===== config.mk =====
export PLATFORM = sky130hd
export DESIGN_NAME = fc_result_writer
export DESIGN_NICKNAME = d
export VERILOG_FILES = /design/src/rtl/fc_result_writer_pkg.sv /design/src/rtl/fc_result_writer_quant_lane.sv /design/src/rtl/fc_result_writer.sv
export SDC_FILE = /design/constraint.sdc
export NUM_CORES = 1
export LEC_CHECK = 0
export ABC_CLOCK_PERIOD_IN_PS = 5940
export BUFFER_PORTS_ARGS = -buffer_cell sky130_fd_sc_hd__buf_2
export CAP_MARGIN = 25
export CORE_ASPECT_RATIO = 1.4
export CORE_MARGIN = 5
export CORE_UTILIZATION = 57
export DETAILED_ROUTE_END_ITERATION = 10
export PLACE_DENSITY = 0.85
export SETUP_SLACK_MARGIN = 0.1
export SKIP_LAST_GASP = 1
export SLEW_MARGIN = 15
export SYNTH_ARGS = -nofsm -noshare
export SYNTH_HDL_FRONTEND = slang
export SYNTH_SLANG_ARGS = --single-unit

===== constraint.sdc =====
create_clock -name clock -period 5.94 [get_ports clock]
set_input_delay 0.297 -clock clock [delete_from_list [all_inputs] [get_ports clock]]
set_output_delay 0.297 -clock clock [all_outputs]
set_load 0.01 [all_outputs]

===== src/rtl/fc_result_writer_pkg.sv =====
// Shared FC-layer constants: default widths and counts, writer FSM state encoding,
// and the signed output saturation limits.
package fc_result_writer_pkg;

    localparam int DEF_DATA_WIDTH_FC           = 16;
    localparam int DEF_ACCUM_DATA_WIDTH_FC     = 32;
    localparam int DEF_PO                      = 2;
    localparam int DEF_OUTNEURON               = 10;
    localparam int DEF_FC_OUTNEURON_ADDR_WIDTH = 4;
    localparam int DEF_FRAC_SHIFT              = 12;

    localparam int SAT_MAX_FC = (1 << (DEF_DATA_WIDTH_FC - 1)) - 1;
    localparam int SAT_MIN_FC = -(1 << (DEF_DATA_WIDTH_FC - 1));

    typedef enum logic [1:0] {
        IDLE = 2'd0,
        RUN  = 2'd1,
        DONE = 2'd2
    } fc_state_t;

endpackage


===== src/rtl/fc_result_writer_quant_lane.sv =====
// One-lane quantiser (fc_quant_lane): round-half-up, arithmetic shift, signed saturate.
// Build option FC_WRITE_RELU_EN zeroes negative results after saturation.
module fc_result_writer_quant_lane #(
    parameter int DATA_WIDTH_FC       = 16,
    parameter int ACCUM_DATA_WIDTH_FC = 32,
    parameter int FRAC_SHIFT          = 12
) (
    input  logic signed [ACCUM_DATA_WIDTH_FC-1:0] x,
    output logic        [DATA_WIDTH_FC-1:0]       q,
    output logic                                  sat
);
    localparam int AW = ACCUM_DATA_WIDTH_FC;

    // One guard bit above the accumulator keeps the rounding add from wrapping.
    localparam logic signed [AW:0] HALF  = {{AW{1'b0}}, 1'b1} <<< (FRAC_SHIFT - 1);
    localparam logic signed [AW:0] MAX_V = ({{AW{1'b0}}, 1'b1} <<< (DATA_WIDTH_FC - 1)) - {{AW{1'b0}}, 1'b1};
    localparam logic signed [AW:0] MIN_V = ~MAX_V;

    logic signed [AW:0]            sum;
    logic signed [AW:0]            t;
    logic                          sat_hi;
    logic                          sat_lo;
    logic        [DATA_WIDTH_FC-1:0] q_sat;

    always_comb begin
        sum    = $signed({x[AW-1], x}) + HALF;
        t      = sum >>> FRAC_SHIFT;
        sat_hi = (t > MAX_V);
        sat_lo = (t < MIN_V);
        sat    = sat_hi || sat_lo;
        if (sat_hi) begin
            q_sat = MAX_V[DATA_WIDTH_FC-1:0];
        end else if (sat_lo) begin
            q_sat = MIN_V[DATA_WIDTH_FC-1:0];
        end else begin
            q_sat = t[DATA_WIDTH_FC-1:0];
        end
`ifdef FC_WRITE_RELU_EN
        q = q_sat[DATA_WIDTH_FC-1] ? '0 : q_sat;
`else
        q = q_sat;
`endif
    end

endmodule


===== src/rtl/fc_result_writer.sv =====
// FC-layer writeback: quantises PO accumulator lanes per beat and writes them as one word
// to the out-neuron RAM with back-pressure. Build option: FC_WRITE_RELU_EN (ReLU on lanes).
module fc_result_writer
    import fc_result_writer_pkg::*;
#(
    parameter int DATA_WIDTH_FC           = DEF_DATA_WIDTH_FC,
    parameter int ACCUM_DATA_WIDTH_FC     = DEF_ACCUM_DATA_WIDTH_FC,
    parameter int PO                      = DEF_PO,
    parameter int OUTNEURON               = DEF_OUTNEURON,
    parameter int FC_OUTNEURON_ADDR_WIDTH = DEF_FC_OUTNEURON_ADDR_WIDTH,
    parameter int FRAC_SHIFT              = DEF_FRAC_SHIFT
) (
    input  logic                                clock,
    input  logic                                reset,
    input  logic                                start,
    input  logic                                result_valid,
    output logic                                result_ready,
    input  logic [PO*ACCUM_DATA_WIDTH_FC-1:0]   result,
    input  logic                                mem_ready,
    output logic                                fc_outneuron_wren_a,
    output logic [FC_OUTNEURON_ADDR_WIDTH-1:0]  address,
    output logic [PO*DATA_WIDTH_FC-1:0]         dataout,
    output logic                                layer_done,
    output logic [15:0]                         sat_count
);
    localparam int AW    = FC_OUTNEURON_ADDR_WIDTH;
    localparam int BEATS = OUTNEURON / PO;

    localparam logic [AW-1:0] LAST_ADDR = AW'(BEATS - 1);
    localparam logic [AW-1:0] ADDR_ONE  = AW'(1);
    localparam logic [AW:0]   BEATS_C   = (AW + 1)'(BEATS);
    localparam logic [AW:0]   CNT_ONE   = (AW + 1)'(1);

    fc_state_t state, state_next;

    logic [PO*DATA_WIDTH_FC-1:0] quant;
    logic [PO*DATA_WIDTH_FC-1:0] s1_data;
    logic [PO*DATA_WIDTH_FC-1:0] s2_data;
    logic [PO-1:0]               lane_sat;
    logic                        s1_valid;
    logic                        s2_valid;
    logic                        s1_advance;
    logic                        accept;
    logic                        last_write;
    logic [AW:0]                 in_count;
    logic [15:0]                 sat_beat;
    logic [16:0]                 sat_sum;

    for (genvar i = 0; i < PO; i++) begin : g_lane
        fc_result_writer_quant_lane #(
            .DATA_WIDTH_FC      (DATA_WIDTH_FC),
            .ACCUM_DATA_WIDTH_FC(ACCUM_DATA_WIDTH_FC),
            .FRAC_SHIFT         (FRAC_SHIFT)
        ) u_lane (
            .x  (result[i*ACCUM_DATA_WIDTH_FC +: ACCUM_DATA_WIDTH_FC]),
            .q  (quant[i*DATA_WIDTH_FC +: DATA_WIDTH_FC]),
            .sat(lane_sat[i])
        );
    end

    // The beat count cap keeps surplus beats out while the last words drain.
    assign fc_outneuron_wren_a = s2_valid && mem_ready;
    assign s1_advance          = !s2_valid || fc_outneuron_wren_a;
    assign result_ready        = (state == RUN) && (in_count < BEATS_C) && (!s1_valid || s1_advance);
    assign accept              = result_valid && result_ready;
    assign last_write          = fc_outneuron_wren_a && (address == LAST_ADDR);
    assign dataout             = s2_data;
    assign layer_done          = (state == DONE);

    always_comb begin
        sat_beat = '0;
        for (int i = 0; i < PO; i++) begin
            sat_beat = sat_beat + 16'(lane_sat[i]);
        end
        sat_sum = {1'b0, sat_count} + {1'b0, sat_beat};
    end

    always_comb begin
        state_next = state;
        unique case (state)
            IDLE:    if (start) state_next = RUN;
            RUN:     if (last_write) state_next = DONE;
            DONE:    state_next = IDLE;
            default: state_next = IDLE;
        endcase
    end

    always_ff @(posedge clock) begin
        if (reset) begin
            state     <= IDLE;
            s1_valid  <= 1'b0;
            s2_valid  <= 1'b0;
            s1_data   <= '0;
            s2_data   <= '0;
            address   <= '0;
            sat_count <= '0;
            in_count  <= '0;
        end else begin
            state <= state_next;

            if (state == IDLE && start) begin
                address   <= '0;
                sat_count <= '0;
                in_count  <= '0;
            end else begin
                if (accept) begin
                    in_count  <= in_count + CNT_ONE;
                    sat_count <= sat_sum[16] ? 16'hFFFF : sat_sum[15:0];
                end
                if (fc_outneuron_wren_a) begin
                    address <= (address == LAST_ADDR) ? '0 : address + ADDR_ONE;
                end
            end

            // S2 only reloads when it is empty or its word is leaving this cycle.
            if (accept) begin
                s1_valid <= 1'b1;
                s1_data  <= quant;
            end else if (s1_advance) begin
                s1_valid <= 1'b0;
            end

            if (s1_advance) begin
                s2_valid <= s1_valid;
                if (s1_valid) begin
                    s2_data <= s1_data;
                end
            end
        end
    end

endmodule

==> results.md <==
- The global-route wire length before repair is 19750 um.
- The flow ran to the end, and the final reports show no timing, DRC or antenna violations.
- The routed length on met3 is 592 um.
- Setup repair after global routing left no endpoint under its margin.
- The number of enable-type register cells in the synthesized netlist is 0.
- The critical path's largest stage delay is slightly above 500 ps.
- The clock network fraction of total power is 0.395.
- The fraction of registers with async set or reset after synthesis is 0.
- The signal on the critical path passes through buf_2, ha_1, and4_1, nor4b_2, xnor2_1, a211oi_1, nand3b_1, o21a_1, fa_1, inv_1, ha_1, nand3_1, nor2_1, nand2_1, a21oi_1.
- The cell seen most often among critical-path stages is sky130_fd_sc_hd__ha_1.
- Counting instances in the post-synthesis netlist gives the leading cell types as sky130_fd_sc_hd__nand2_1 (95), sky130_fd_sc_hd__dfxtp_1 (93), sky130_fd_sc_hd__nor2_1 (65), sky130_fd_sc_hd__a21oi_1 (49), sky130_fd_sc_hd__clkbuf_1 (29).
- Cell internal power was estimated by the tool at 1042 uW.
- The area of the die is between 0.01 and 0.015 mm^2.
- The highest net fanout along the worst path is 14.
- The congestion estimate from routability-driven global placement came to around 0.88.
- The CTS tree is done.
- The total count of max-transition violations in the final report is 0.
- The register bit total from synthesis is 93.
- The startpoint identified for the worst hold timing path is start.
- For this design the ratio of total power to cell area is 246.3 mW/mm^2.
- The die outline height is between 100 and 150 um.
- The element type at the critical path end is a flop.
- Setup violations remaining at the end of the flow were counted as 0.
- Counting every instance in the synthesized netlist gives 589.
- The via count of the first global-routing pass is approximately 4300.
- In the post-synthesis netlist, the biggest area contributors are sky130_fd_sc_hd__dfxtp_1 (39%), sky130_fd_sc_hd__nand2_1 (7.4%), sky130_fd_sc_hd__a21oi_1 (5.1%).
- Counting both buffers and inverters, the worst setup path holds a total of 2.
- 0 antenna diodes ended up in the layout.
- Headroom to the max-slew limit came out at 0.3516.
- The core region is 0.008198 mm^2.
- Among all flip-flop cells after synthesis, the most frequent one is sky130_fd_sc_hd__dfxtp_1.
- The kind of cell adding the most delay to the critical path is simple AND/OR/NAND/NOR gates.
- Of the post-synthesis cell area, the dominant cell type holds 0.3858.
- The static leakage is 0.002170 uW.
- The number of hold buffers added after CTS is 0.
- The clock period could shrink to slightly below 4000 ps.
- In this run the horizontal extent of the chip is 87.77 um.
- Derived from the worst setup path, the maximum achievable clock frequency is 259.4 MHz.
- The final HPWL from detailed placement is 8530 um.
- The wire length the detailed router placed on met1 is 4763 um.
- The share of power burned in combinational logic is 0.126.
- The type of the worst min-delay path is input port to flop.
- The tightest hold path in the finished design has a slack of 251.0 ps.
- The signal arrival time at the worst endpoint is just over 4000 ps.
- The final layout contains routed wiring with a total length of 11670 um.
- The number of gates resized after CTS was 0.
- The synthesized area divided by synthesized cell count is 8.193 um^2.
- Dividing the detail-routed wire length by the instance count gives roughly 15 um.
- The finished cells cover 0.005663 mm^2.
- The worst register-to-register path begins at state[0]$_SDFFE_PP0P_.
- The antenna violation net count after detailed routing is 0.
- The clock net sink count is just over 90.
- The synthesis-to-finish area growth is 17.35%.
- The worst hold path depth is 3.
- In the final design database the tool counted roughly 750 nets.
- On the critical path, the stage with the largest delay is an instance of sky130_fd_sc_hd__nand3b_1.
- The number of antenna violations at the first check in global routing is 0.
- The leading area contributor after synthesis is sky130_fd_sc_hd__dfxtp_1.
- The net count after synthesis is 665.
- The endpoint required time on the critical path is 6200 ps.
- The share of final-layout standard cells stronger than drive strength 1 is 0.2222.
- The first detailed-routing pass took 4 iterations.
- The count of yosys warnings during synthesis is 0.
- Setup total negative slack on the finished layout was measured at 0 ps.
- The capture point of the worst reg-to-reg path is s1_data[30]$_SDFFE_PP0P_.
- The number of buffers on the longest clock path is 2.
- Row generation in the floorplan step produced 39 rows.
- The final worst-path cycle share is 0.6490.
- The net load switching power is 353.0 uW.
- The H-tree generated during clock tree synthesis spans 3 levels.
- After synthesis the cells add up to 0.004826 mm^2.
- The clock reaches the later pin of the worst-skew pair after 340 ps.
- On the final layout, the worst clock skew is 8.462 ps.
- The most common cell in the netlist is sky130_fd_sc_hd__nand2_1.
- The number of buffers created by CTS is 9.
- In the global route stage, overall resource usage came out at 0.2316.
- The tool flagged a number of max-cap violations equal to 0.
- Summing internal, switching and leakage power gives 1395 uW.
- The path with the worst hold slack has its endpoint at state[0]$_SDFFE_PP0P_.
- In this run the tool buffered the top-level ports with approximately 100 buffer cells.
- The number of design-rule violations left by the first detailed-router iteration is between 150 and 200.
- For the pin with the worst max-slew slack, the measured transition is between 900 and 1000 ps.
- The setup check on the worst reg-to-reg path leaves a slack of between 3000 and 4000 ps.
- The root buffer cell chosen for the clock tree is sky130_fd_sc_hd__clkbuf_16.
- Wire segments on met2 add up to 5954 um in the final route.
- Clock-pin slew was measured on the worst setup and hold paths at about 60 ps.
- The share of total power dissipated in sequential elements is 0.479.
- The total count of hold-check failures in the final report is 0.
- The total overflow left after global routing is 0.
- The number of different library cells used by synthesis comes to 57.
- The effective utilization at floorplan is 0.5887.
- After detailed routing, the number of remaining DRC violations is 0.
- Of the total power, the share spent switching nets is 0.2531.
- The largest net degree at the start of global routing is 96.
- The element type at the critical path start is an input port.
- Dividing the detail-routed via count by the number of cells gives 5.739.
- The maximum resistive drop on vdd is about 0.18 mV.
- The post-place instance area is 0.005366 mm^2.
- The I/O pin count is 124.
- Summing over every cut layer, the via total after detailed routing is 4459.
- The number of setup buffers added after CTS is 0.
- After detailed routing, no signal wire sits above met4.
- The share of the Yosys chip area taken by registers is 0.3858.
- The kind of critical path is input port to flop.
- The depth of the most critical reg-to-reg path is 6.
==> layer usage <==
| metal | vias up | GRT usage |
|---|---|---|
| met3 | 28 | 0.03867 |
| met1 | 2072 | 0.2812 |
| met5 | - | 0 |
| met2 | 111 | 0.3920 |
| li1 | 2248 | - |
| met4 | 0 | 0.1075 |
==> area by class of cell <==
class | count | area [um^2]
flip-flops and latches | 93 | 1862
inverters | 12 | 45.04
multi-input cells | 447 | 2761
fillers | 690 | 2535
clock buffers | 13 | 270.3
clock inverters | 3 | 18.77
repair buffers | 107 | 578.1
well taps | 102 | 127.6
==> placed cells by master, fill, tap and decap left out, types with 3 or more instances in the layout <==
master | Yosys | layout
sky130_fd_sc_hd__a22o_1 | 12 | 12
sky130_fd_sc_hd__nand3_1 | 17 | 17
sky130_fd_sc_hd__clkbuf_16 | 0 | 9
sky130_fd_sc_hd__o21a_1 | 4 | 4
sky130_fd_sc_hd__and4_1 | 5 | 5
sky130_fd_sc_hd__buf_4 | 0 | 4
sky130_fd_sc_hd__xnor2_1 | 23 | 23
sky130_fd_sc_hd__o21ai_0 | 8 | 8
sky130_fd_sc_hd__clkbuf_8 | 0 | 3
sky130_fd_sc_hd__nand2_1 | 95 | 95
sky130_fd_sc_hd__and3_1 | 7 | 7
sky130_fd_sc_hd__a21oi_1 | 49 | 49
sky130_fd_sc_hd__o31ai_1 | 3 | 3
sky130_fd_sc_hd__and2_1 | 10 | 10
sky130_fd_sc_hd__ha_1 | 6 | 6
sky130_fd_sc_hd__xor2_1 | 20 | 20
sky130_fd_sc_hd__nor2_1 | 65 | 65
sky130_fd_sc_hd__buf_2 | 3 | 101
sky130_fd_sc_hd__nand4_1 | 18 | 18
sky130_fd_sc_hd__nand3b_1 | 3 | 3
sky130_fd_sc_hd__or3_1 | 15 | 15
sky130_fd_sc_hd__mux2i_1 | 3 | 3
sky130_fd_sc_hd__dfxtp_1 | 93 | 93
sky130_fd_sc_hd__o21ai_1 | 3 | 3
sky130_fd_sc_hd__inv_1 | 12 | 12
sky130_fd_sc_hd__a211oi_1 | 9 | 9
sky130_fd_sc_hd__o32ai_2 | 11 | 11
sky130_fd_sc_hd__nor3_1 | 21 | 21
sky130_fd_sc_hd__a31oi_1 | 3 | 3
==> power groups by stage <==
stage / sequential, uW / combinational, uW / clock (uW)
final: 668 / 175 / 551
after global routing: 672 / 196 / 590
after CTS: 668 / 175 / 562
after detailed placement: 682 / 173 / 0
after global placement: 680 / 165 / 0
after floorplan: 680 / 118 / 0
==> sequential cells by signal, summed over array words and instances (netlist names) <==
register   count
s1_valid       1
sat_count     16
state          2
in_count       5
dataout       32
s2_valid       1
address        4
s1_data       32
==> per-stage QoR <==
step	std cells	setup slack, ps	util
final	777	2085	0.6908
after global routing	777	1814	0.6908
after CTS	776	2124	0.6899
after detailed placement	760	1803	0.6546
after global placement	758	1863	0.6494
after floorplan	589	2590	-
==> worst register-to-register path: stages, from the launching register on <==
cell                      delay [ps]
sky130_fd_sc_hd__dfxtp_1         400
sky130_fd_sc_hd__nor4b_1         420
sky130_fd_sc_hd__nand4_1         350
sky130_fd_sc_hd__buf_4           300
sky130_fd_sc_hd__or2_2           370
sky130_fd_sc_hd__a31oi_4         500
sky130_fd_sc_hd__o32ai_2         170
==> worst max path at each step <==
| stage | startpoint | end | cells after the start | slack, ps |
|---|---|---|---|---|
| CTS | result[11] | sat_count[2]$_SDFFE_PP0P_ | 15 | 2120 |
| global route | result[11] | sat_count[2]$_SDFFE_PP0P_ | 15 | 1810 |
| global placement | result[11] | sat_count[11]$_SDFFE_PP0P_ | 15 | 1860 |
| detailed placement | result[11] | sat_count[2]$_SDFFE_PP0P_ | 15 | 1800 |
| finish | result[11] | sat_count[2]$_SDFFE_PP0P_ | 15 | 2080 |
| floorplan | result[11] | sat_count[12]$_SDFFE_PP0P_ | 17 | 2590 |
==> kinds of logic (layout without fill, tap and decap cells) <==
family,count (synthesis),in the layout,share of synthesized area
AOI/OAI and AO/OA,119,119,0.1929
xor gates and xnor gates,43,43,0.07804
adders and majority gates,7,7,0.01970
buffers and inverters,49,135,0.04200
DFF,93,93,0.3858
muxes,3,3,0.006223
and+or+nand+nor,275,275,0.2753
(Power assumes the default switching activity.)
